`src/rtl/sobel_window_gen.sv`:
```
// Raster-to-window front end for the Sobel stage.
// Two line buffers plus shift regs give interior 3x3 windows.
module sobel_window_gen #(
    parameter int IMG_WIDTH  = 64,
    parameter int IMG_HEIGHT = 64,
    parameter int COL_W      = $clog2(IMG_WIDTH),
    parameter int ROW_W      = $clog2(IMG_HEIGHT)
) (
    input  logic             clk,
    input  logic             reset,
    input  logic [7:0]       pix_in,
    input  logic             pix_sof,
    input  logic             pix_valid,
    output logic             pix_ready,
    output logic [7:0]       p00,
    output logic [7:0]       p01,
    output logic [7:0]       p02,
    output logic [7:0]       p10,
    output logic [7:0]       p11,
    output logic [7:0]       p12,
    output logic [7:0]       p20,
    output logic [7:0]       p21,
    output logic [7:0]       p22,
    output logic [COL_W-1:0] win_x,
    output logic [ROW_W-1:0] win_y,
    output logic             win_valid,
    input  logic             win_ready,
    output logic             frame_done,
    output logic             sof_err
);

    typedef enum logic [1:0] {
        IDLE,
        ACTIVE,
        DONE
    } state_t;

    localparam logic [COL_W-1:0] C_LAST = COL_W'(IMG_WIDTH - 1);
    localparam logic [ROW_W-1:0] R_LAST = ROW_W'(IMG_HEIGHT - 1);
    localparam logic [COL_W-1:0] C_ONE  = COL_W'(1);
    localparam logic [COL_W-1:0] C_TWO  = COL_W'(2);
    localparam logic [ROW_W-1:0] R_ONE  = ROW_W'(1);
    localparam logic [ROW_W-1:0] R_TWO  = ROW_W'(2);

    state_t           state;
    state_t           state_nx;
    logic [COL_W-1:0] col;
    logic [ROW_W-1:0] row;
    logic [COL_W-1:0] cur_c;
    logic [ROW_W-1:0] cur_r;
    logic [7:0]       lb0 [IMG_WIDTH];
    logic [7:0]       lb1 [IMG_WIDTH];
    logic [7:0]       top;
    logic [7:0]       mid;
    logic [7:0]       ta, tb, ma, mb, ba, bb;
    logic             accept;
    logic             take;
    logic             gate;
    logic             col_last;
    logic             row_last;

    assign pix_ready = !reset && (!win_valid || win_ready);
    assign accept    = pix_valid && pix_ready;
    assign take      = accept && (pix_sof || state == ACTIVE);
    assign cur_c     = pix_sof ? '0 : col;
    assign cur_r     = pix_sof ? '0 : row;
    assign top       = lb1[cur_c];
    assign mid       = lb0[cur_c];
    assign col_last  = cur_c == C_LAST;
    assign row_last  = cur_r == R_LAST;
    assign gate      = cur_r >= R_TWO && cur_c >= C_TWO;

    // Frame state register.
    always_ff @(posedge clk or posedge reset) begin
        if (reset) state <= IDLE;
        else       state <= state_nx;
    end

    // Frame sequencing; DONE treats new pixels like IDLE.
    always_comb begin
        state_nx   = state;
        frame_done = 1'b0;
        unique case (state)
            IDLE:   if (take) state_nx = ACTIVE;
            ACTIVE: begin
                if (take && col_last && row_last)
                    state_nx = DONE;
            end
            DONE: begin
                frame_done = 1'b1;
                state_nx   = take ? ACTIVE : IDLE;
            end
            default: state_nx = IDLE;
        endcase
    end

    // Raster position of the next expected pixel.
    always_ff @(posedge clk or posedge reset) begin
        if (reset) begin
            col <= '0;
            row <= '0;
        end else if (take) begin
            if (col_last) begin
                col <= '0;
                row <= row_last ? '0 : cur_r + R_ONE;
            end else begin
                col <= cur_c + C_ONE;
                row <= cur_r;
            end
        end
    end

    // Line buffers: new pixel in lb0, old lb0 cascades to lb1.
    always_ff @(posedge clk) begin
        if (take) begin
            lb0[cur_c] <= pix_in;
            lb1[cur_c] <= mid;
        end
    end

    // Two previous columns per row; flushed at row start.
    always_ff @(posedge clk or posedge reset) begin
        if (reset) begin
            {ta, tb, ma, mb, ba, bb} <= '0;
        end else if (take) begin
            if (cur_c == '0) begin
                {ta, ma, ba} <= '0;
            end else begin
                ta <= tb;
                ma <= mb;
                ba <= bb;
            end
            tb <= top;
            mb <= mid;
            bb <= pix_in;
        end
    end

    // Window output register with hold under backpressure.
    always_ff @(posedge clk or posedge reset) begin
        if (reset) begin
            {p00, p01, p02} <= '0;
            {p10, p11, p12} <= '0;
            {p20, p21, p22} <= '0;
            win_x     <= '0;
            win_y     <= '0;
            win_valid <= 1'b0;
        end else if (take && gate) begin
            {p00, p01, p02} <= {ta, tb, top};
            {p10, p11, p12} <= {ma, mb, mid};
            {p20, p21, p22} <= {ba, bb, pix_in};
            win_x     <= cur_c - C_ONE;
            win_y     <= cur_r - R_ONE;
            win_valid <= 1'b1;
        end else if (win_ready) begin
            win_valid <= 1'b0;
        end
    end

    // Resync pulse for a start-of-frame inside a frame.
    always_ff @(posedge clk or posedge reset) begin
        if (reset) sof_err <= 1'b0;
        else       sof_err <= take && pix_sof && state == ACTIVE;
    end

endmodule

```
`config.mk`:
```
export PLATFORM = sky130hd
export DESIGN_NAME = sobel_window_gen
export DESIGN_NICKNAME = d
export VERILOG_FILES = /design/src/rtl/sobel_window_gen.sv
export SDC_FILE = /design/constraint.sdc
export NUM_CORES = 1
export LEC_CHECK = 0
export CORE_ASPECT_RATIO = 0.6
export CORE_MARGIN = 2
export CORE_UTILIZATION = 55
export DETAILED_ROUTE_END_ITERATION = 12
export PLACE_DENSITY = 0.76
export SLEW_MARGIN = 20
export SYNTH_ARGS = -nofsm -noshare
export SYNTH_HDL_FRONTEND = slang
export SYNTH_SLANG_ARGS = --single-unit
```
`constraint.sdc`:
```
create_clock -name clk -period 7 [get_ports clk]
set_input_delay 1.4 -clock clk [delete_from_list [all_inputs] [get_ports clk]]
set_output_delay 1.4 -clock clk [all_outputs]
set_load 0.02 [all_outputs]
```
* Word level (Yosys, flattened, before mapping)
Memories as Yosys holds them, arrays and structs flattened.
Index checks and enable logic that the tools add are counted.
** Word-level totals
- Register bits after elaboration :: 148
- Memory bits (writable) :: 1024
- Input bits :: 13
- Output and inout port bits :: 88
- Logic and storage cells :: 70
- Memories :: 2
** Operators by class
- Add/sub/neg operators :: 4
- Order comparisons :: 2
- Equal/unequal tests :: 6
- Mux-type cells :: 17
- Reduce and logical (&&, ||, !) cells :: 17
** Memory list
- lb0 :: depth 64, bits a word 8, read ports 1, clocked after Yosys merged registers in 0, wr ports 1, RTL line 51 : logic [7:0] lb0 [IMG_WIDTH];
- lb1 :: depth 64, bits a word 8, read ports 1, clocked after Yosys merged registers in 0, wr ports 1, RTL line 52 : logic [7:0] lb1 [IMG_WIDTH];
** Operator list (number)
- two-way mux 6 bit :: 5
- two-way mux 8 bit :: 3
- adder 6 x 1 -> 6 bit, second input constant :: 2
- equality test 6 bit, second input constant :: 2
- greater-or-equal comparator 6 x 2 -> 1 bit, second input constant :: 2
- subtractor 6 x 1 -> 6 bit, second input constant :: 2
- logical AND 1 bit :: 9
- logical NOT 6 bit :: 1
- two-way mux 1 bit :: 6
- case mux 2 bit (3 select lines) :: 1
- two-way mux 2 bit :: 2
- equality test 2 x 1 -> 1 bit, second input constant :: 1
- equality test 2 bit, second input constant :: 1
- logical NOT 1 bit :: 2
- logical NOT 2 bit :: 1
- logical OR 1 bit :: 2
- != test 2 x 1 -> 1 bit, second input constant :: 1
- != test 2 bit, second input constant :: 1
- AND reduction 2 bit :: 1
- nonzero test 2 bit :: 1

* Longest topological paths before layout
Gate-level depths: netlist of the first run.
- Depth in word-level cells :: 9
- Gate-level depth with buffers :: 14
- Mapped depth without buffers :: 10

* Least setup slack after synthesis of the first run
No wires, ideal clock.
- Kind :: in2out
- From :: in reset
- To :: out pix_ready
- Arrival :: 4987 ps
- Data required time :: 5600 ps
- Path slack :: 613 ps
- Stages :: 2
- Buffers on the path :: 0
- Cells stage by stage :: inv_1 and2_1
** On the way
- Word-level cells in the longest chain between the ends :: 2
** Ends and longest elaborated chain
- start: declaration :: RTL line 10 : input logic reset,
- logical NOT 1 bit (no source line)
- logical AND 1 bit :: RTL line 62 : assign pix_ready = !reset && (!win_valid || win_ready);
- end: declaration :: RTL line 14 : output logic pix_ready,
No other way between the ends.

* Worst setup path in the final report of the first run
- From :: reg col[1]
- To :: mem lb1[26][6], data pin
** On the way
- Word-level cells in the longest chain between the ends :: 2
** Ends and longest elaborated chain
- start: declaration :: RTL line 47 : logic [COL_W-1:0] col;
- start signal: assignment :: RTL line 107 : col <= cur_c + C_ONE;
- two-way mux 6 bit :: RTL line 65 : assign cur_c = pix_sof ? '0 : col;
- memory read (64 x 8 bit)
- via mid[6] :: RTL line 54 : logic [7:0] mid;
- end: declaration :: RTL line 52
The timed path passes the listed nets, and every way through them passes these cells.

==> reports/results.ini, run 1 <==
[outcome]
status=completed

[sta]
setup_tns_ps=0
max_freq_mhz=170.3
timing_hold_violations_final=0
setup_viol=0
period_share=0.8387
fin_crit_ps=5871
slew_headroom=0.1995
final-max-slew-violation-count=0
worst_pin_slew_ps=1201
rsz0062_at_grt=false
finClkSkew_ps=34.89

[synthesis]
syn_nets=2876
synthCells=2860
yosysMostFrequentCell=edfxtp_1
ys.flop_type=edfxtp_1
synthTopCellsByArea=edfxtp_1, dfrtp_1, mux2_2
synth_common_cells=edfxtp_1, nand2_1, mux2i_1
syn-mean-instance-area_sq_um=16.37
yosysTopAreaCellShare=0.6569
synth_area_sq_um=46810
ys_seq_elements=1172
yosys.area.top_type=edfxtp_1
ys_types=90
async_flop_share=0.1263
yosysWarnings=0
synth-edff-count=1024
yosysSeqAreaShare=0.7360

[routing]
routed_via_density=6.896
wl_per_cell_um=37.81
ant_nets=0
drt_iter0_markers=5492
drc=0
totalWireLength_um=161300
num_vias=29420
dr.pass1.iters=8

[final_layout]
finalInstanceArea_sq_um=53010
area_growth_pct=13.24
drive_above_1_share=0.1903
final_nets=3060

[grt]
first_global_vias=27740
grt_pass1_wl_um=222400
grt_use_total=0.3679
grt_max_degree=114
antenna_found_initial=4
grt.overflow.total=0

[clock_network]
clock_latency_ps=730
root_buffer=clkbuf_16
cts_tree=done
ctsHoldBuffers=0
cts_htree_levels=3
cts_buffer_depth=3
cts_repair_resize_count=0
cts.sink_count=1172
path_clk_slew_ps=70
numCtsBuffers=103
cts_setup_buffers=0

[placement]
postPlaceCellArea_sq_um=49560
placement.io_buffers=100
place_congestion=1.032
post-dp-hpwl_um=103000

[worst_setup_path]
cp_slowest_cell=clkinv_2
slowest_delay_ps=1030
crit_type=reg2reg
startpoint_type=flop
worst_ep_required_time_ps=7110
crit_top_cell=buf_4
cp.arrival_ps=5980
path_cells=buf_4 > and3b_1 > buf_4 > a22oi_1 > o211ai_1 > nand4_1 > a2111oi_2 > clkinv_2
cp-end-kind=flop
cp_max_fo=64

[power]
power_density_nw_per_um2=355.6
ir_drop_mv=0.2569
p_leak_nw=18.47

[floorplanning]
placeableCoreArea_sq_um=83930
die_w_um=380.6
rows=82
die_y_um=230.0
start_util=0.5578
dieArea_sq_um=87540
io-pin-count=101

[job]
max_cap_violations=0

[worst_hold_path]
min_path_type=reg2reg

==> power by group <==
part,switching (mW),total (mW),internal [mW]
logic,3.29,4.48,1.19
registers,0.206,8.51,8.31
clock network,2.65,5.85,3.21
==> state kept, by name, indices dropped and copies added, names as in the netlist, 8 cells and up <==
register,count
ba,8
bb,8
lb0,512
lb1,512
ma,8
mb,8
p00,8
p01,8
p02,8
p10,8
p11,8
p12,8
p20,8
p21,8
p22,8
ta,8
tb,8
==> critical path, delay by kind of cell (launching register included) <==
kind / cells / cell delay (ps)
flip-flops: 1 / 720
buffers and inverters: 3 / 2020
AO/OA/AOI/OAI: 3 / 1050
AND/OR/NAND/NOR: 2 / 1330
==> cell type report <==
class / count / area (sq um)
Inverter: 16 / 66.31
Timing Repair Buffer: 267 / 2288
Clock inverter: 67 / 660.6
Tap cell: 1134 / 1419
Clock buffer: 126 / 2768
Antenna cell: 1 / 2.502
Sequential cell: 1172 / 34460
Fill cell: 5999 / 30920
Multi-Input combinational cell: 1484 / 11340
==> through the flow <==
stage	utilization	setup slack (ps)	power [mW]	hold slack, ps	std cells
floorplan	-	613.2	10.97	455.1	2860
global placement	0.5903	1477	12.83	474.0	4072
detailed placement	0.5905	1318	12.91	478.5	4072
CTS	0.6313	1860	18.64	493.3	4265
global route	0.6316	1259	19.20	516.2	4266
finish	0.6316	1129	18.85	488.5	4267
==> path summary, 6_finish.rpt <==
| kind | cells after the start | startpoint | endpoint | slack (ps) |
|---|---|---|---|---|
| worst max-delay path | 8 | col[1] | lb1[26][6] | 1130 |
| worst min-delay path | 2 | bb[1] | bb[1] | 490 |
| worst max register to register | 8 | col[1] | lb1[26][6] | 1130 |
| worst min register to register | 2 | bb[1] | bb[1] | 490 |
| max in group asynchronous | 3 | reset | p12[1] | 4640 |
| min in group asynchronous | 2 | reset | col[1] | 1200 |
==> per-layer routing <==
metal	part of all wire	vias to the layer above	track usage
li1	-	11680	-
met1	0.40	15090	0.5454
met2	0.41	2341	0.4953
met3	0.17	305	0.1588
met4	0.030	8	0.09980
met5	0.00030	-	0
==> cells by family after synthesis <==
family | Yosys count | share of synthesized area
simple gates | 490 | 0.05017
xor+xnor | 8 | 0.001497
compound gates | 575 | 0.08847
fa+ha+maj | 3 | 0.0008019
mux | 408 | 0.09908
buf+inv | 204 | 0.02400
flops | 1172 | 0.7360
==> placed cells by master, fill, tap and decap left out, drive strengths merged, types with 41 or more instances in the layout <==
master         count
nor2             128
buf              176
a211oi            62
a22oi             56
dfrtp            148
a21oi            129
o221ai            44
nand2            199
clkbuf           126
mux2i            196
clkdlybuf4s50     91
o21ai             48
edfxtp          1024
mux2             187
clkinv            41
(Power assumes the default switching activity.)
==> run 2, diff against run 1 <==
--- a/config.mk
+++ b/config.mk
@@ -9,7 +9,7 @@
 export CORE_MARGIN = 2
 export CORE_UTILIZATION = 55
 export DETAILED_ROUTE_END_ITERATION = 12
-export PLACE_DENSITY = 0.76
+export PLACE_DENSITY = 0.79
 export SLEW_MARGIN = 20
 export SYNTH_ARGS = -nofsm -noshare
 export SYNTH_HDL_FRONTEND = slang
==> constraint.sdc (replaced) <==
create_clock -name clk -period 5.1 [get_ports clk]
set_input_delay 1.02 -clock clk [delete_from_list [all_inputs] [get_ports clk]]
set_output_delay 1.02 -clock clk [all_outputs]
set_load 0.02 [all_outputs]
==> reports/results.ini, run 2 (synthesis results as in run 1) <==
[placement]
place_inst=4154  ; was 4,072
placement.io_buffers=100  ; unchanged
dp_slack_ps=-24.60  ; was 1318 ps
place_congestion=1.028  ; was 1.032
post-dp-hpwl_um=113200  ; was 103,000 um
postPlaceCellArea_sq_um=50340  ; was 49,560 sq um

[power]
fin_total_pwr_mw=26.57  ; was 18.85 mW
p_leak_nw=18.99  ; was 18.47 nW
ir_drop_mv=0.4071  ; was 0.2569 mV
power_density_nw_per_um2=492.5  ; was 355.6 nW/um^2

[routing]
wl_per_cell_um=39.10  ; was 37.81 um
drc=0  ; unchanged
drt_iter0_markers=5584  ; was 5,492
routed_via_density=6.937  ; was 6.896
totalWireLength_um=170100  ; was 161,300 um
num_vias=30170  ; was 29,420
dr.pass1.iters=7  ; was 8
ant_nets=0  ; unchanged

[worst_setup_path]
slowest_delay_ps=890  ; was 1030 ps
worstSetupPathDepth=9  ; was 8
crit_top_cell=buf_4  ; unchanged
cp.buffers_inverters=4  ; was 3
cp_top_family=buffers and inverters  ; unchanged
path_cells=buf_4 > or3b_1 > buf_4 > o22ai_1 > a211oi_1 > nor4_2 > buf_4 > o2111ai_4 > buf_4  ; was buf_4 > and3b_1 > buf_4 > a22oi_1 > o211ai_1 > nand4_1 > a2111oi_2 > clkinv_2
crit_start=col[1]  ; unchanged
startpoint_type=flop  ; unchanged
cp-end-kind=flop  ; unchanged
worstReg2RegStart=col[1]  ; unchanged
cp_max_fo=29  ; was 64
cp.arrival_ps=4850  ; was 5980 ps
crit_type=reg2reg  ; unchanged
cp_slowest_cell=dfrtp_4  ; was clkinv_2
r2r_cells=9  ; was 8
worst_ep_required_time_ps=5570  ; was 7110 ps

[final_layout]
mostFrequentLayoutCell=edfxtp_1  ; unchanged
final_nets=3141  ; was 3,060
finalInstanceArea_sq_um=53950  ; was 53,010 sq um
fin_cells=4349  ; was 4,267
fillers=5928  ; was 5,999
multiInputGateArea_sq_um=11340  ; about the same
post-route-util=0.6428  ; was 0.6316
mostFrequentLayoutCells=edfxtp_1, buf_4, nand2_1, mux2i_1, mux2_2  ; was edfxtp_1, nand2_1, mux2i_1, mux2_2, buf_4
ff_latch_area_sq_um=34460  ; unchanged
drive_above_1_share=0.2136  ; was 0.1903
top_regs=lb0 x512, lb1 x512  ; unchanged
area_growth_pct=15.25  ; was 13.24%

[sta]
finClkSkew_ps=24.81  ; was 34.89 ps
max_freq_mhz=228.1  ; was 170.3 MHz
rsz0062_at_grt=false  ; unchanged
holdWs_ps=498.6  ; was 488.5 ps
worst_pin_slew_ps=1281  ; was 1201 ps
final-max-slew-violation-count=0  ; unchanged
period_share=0.8594  ; was 0.8387
fin_crit_ps=4383  ; was 5871 ps
setup_tns_ps=0  ; unchanged
setup_viol=0  ; unchanged
layout_setup_ws_ps=716.8  ; was 1129 ps
timing_hold_violations_final=0  ; unchanged
slew_headroom=0.1437  ; was 0.1995

[grt]
grt.overflow.total=0  ; unchanged
antenna_found_initial=9  ; was 4
grt_pass1_wl_um=232900  ; was 222,400 um
first_global_vias=28080  ; was 27,740
grt_use_total=0.3888  ; was 0.3679
grt_max_degree=108  ; was 114

[outcome]
status=completed  ; unchanged

[floorplanning]
io-pin-count=101  ; unchanged
dieArea_sq_um=87540  ; unchanged
rows=82  ; unchanged
die_y_um=230.0  ; unchanged
start_util=0.5578  ; unchanged
placeableCoreArea_sq_um=83930  ; unchanged
die_w_um=380.6  ; unchanged

[worst_hold_path]
min_path_type=reg2reg  ; unchanged
hp-start=bb[4]  ; was bb[1]
hold_depth=2  ; unchanged

[clock_network]
clock_latency_ps=720  ; was 730 ps
cts.sink_count=1172  ; unchanged
cts_setup_buffers=0  ; unchanged
numCtsBuffers=103  ; unchanged
cts_tree=done  ; unchanged
root_buffer=clkbuf_16  ; unchanged
cts_buffer_depth=3  ; unchanged
ctsHoldBuffers=0  ; unchanged
cts_repair_resize_count=0  ; unchanged
cts_htree_levels=3  ; unchanged
path_clk_slew_ps=70  ; about the same

[job]
max_cap_violations=0  ; unchanged

[run 2: cell types whose count changed in the layout (fill, tap and decap cells not counted), moves of 2 or more]
cell,before,now
a2111oi_0,6,4
bufinv_16,10,15
clkinv_1,16,13
buf_12,6,19
nor3b_2,0,2
clkbuf_4,0,2
clkinv_2,21,17
clkinvlp_4,10,14
clkbuf_1,16,10
buf_4,160,229
diode_2,1,3
[run 2: where the power goes]
| part | total, mW | internal (mW) | switching (mW) |
|---|---|---|---|
| clock network | 8.36 | 4.69 | 3.67 |
| registers | 11.7 | 11.4 | 0.344 |
| logic | 6.49 | 1.89 | 4.59 |
| total | 26.6 | 18.0 | 8.61 |
[run 2: per-layer routing]
metal	part of all wire	wire (um)	track usage	vias up
li1	-	-	-	11860
met1	0.40	68730	0.5883	15650
met2	0.40	68360	0.5180	2399
met3	0.17	28850	0.1680	260
met4	0.024	4080	0.08832	6
met5	0.00020	34	0	-
[run 2: final timing paths]
| path | to | slack [ps] |
|---|---|---|
| hold / removal | bb[4] | 500 |
| min in group asynchronous | ta[7] | 1010 |
| setup reg to reg | lb1[43][5] | 720 |
| setup / recovery | lb1[43][5] | 720 |
| max in group asynchronous | bb[3] | 2550 |
| hold reg to reg | bb[4] | 500 |
[run 2: worst min-delay path: stages (launching register included)]
cell and delay, ps:
dfrtp_1 360, nand2_1 60, nand2_1 50
[run 2: cell type report]
type                    count  share of cell area
clock buffers             122             0.05137
flip-flops and latches   1172              0.6388
well taps                1134             0.02630
multi-input cells        1484              0.2102
diodes                      3           0.0001391
clock inverters            70             0.01540
repair buffers            348             0.05663
inverters                  16            0.001183
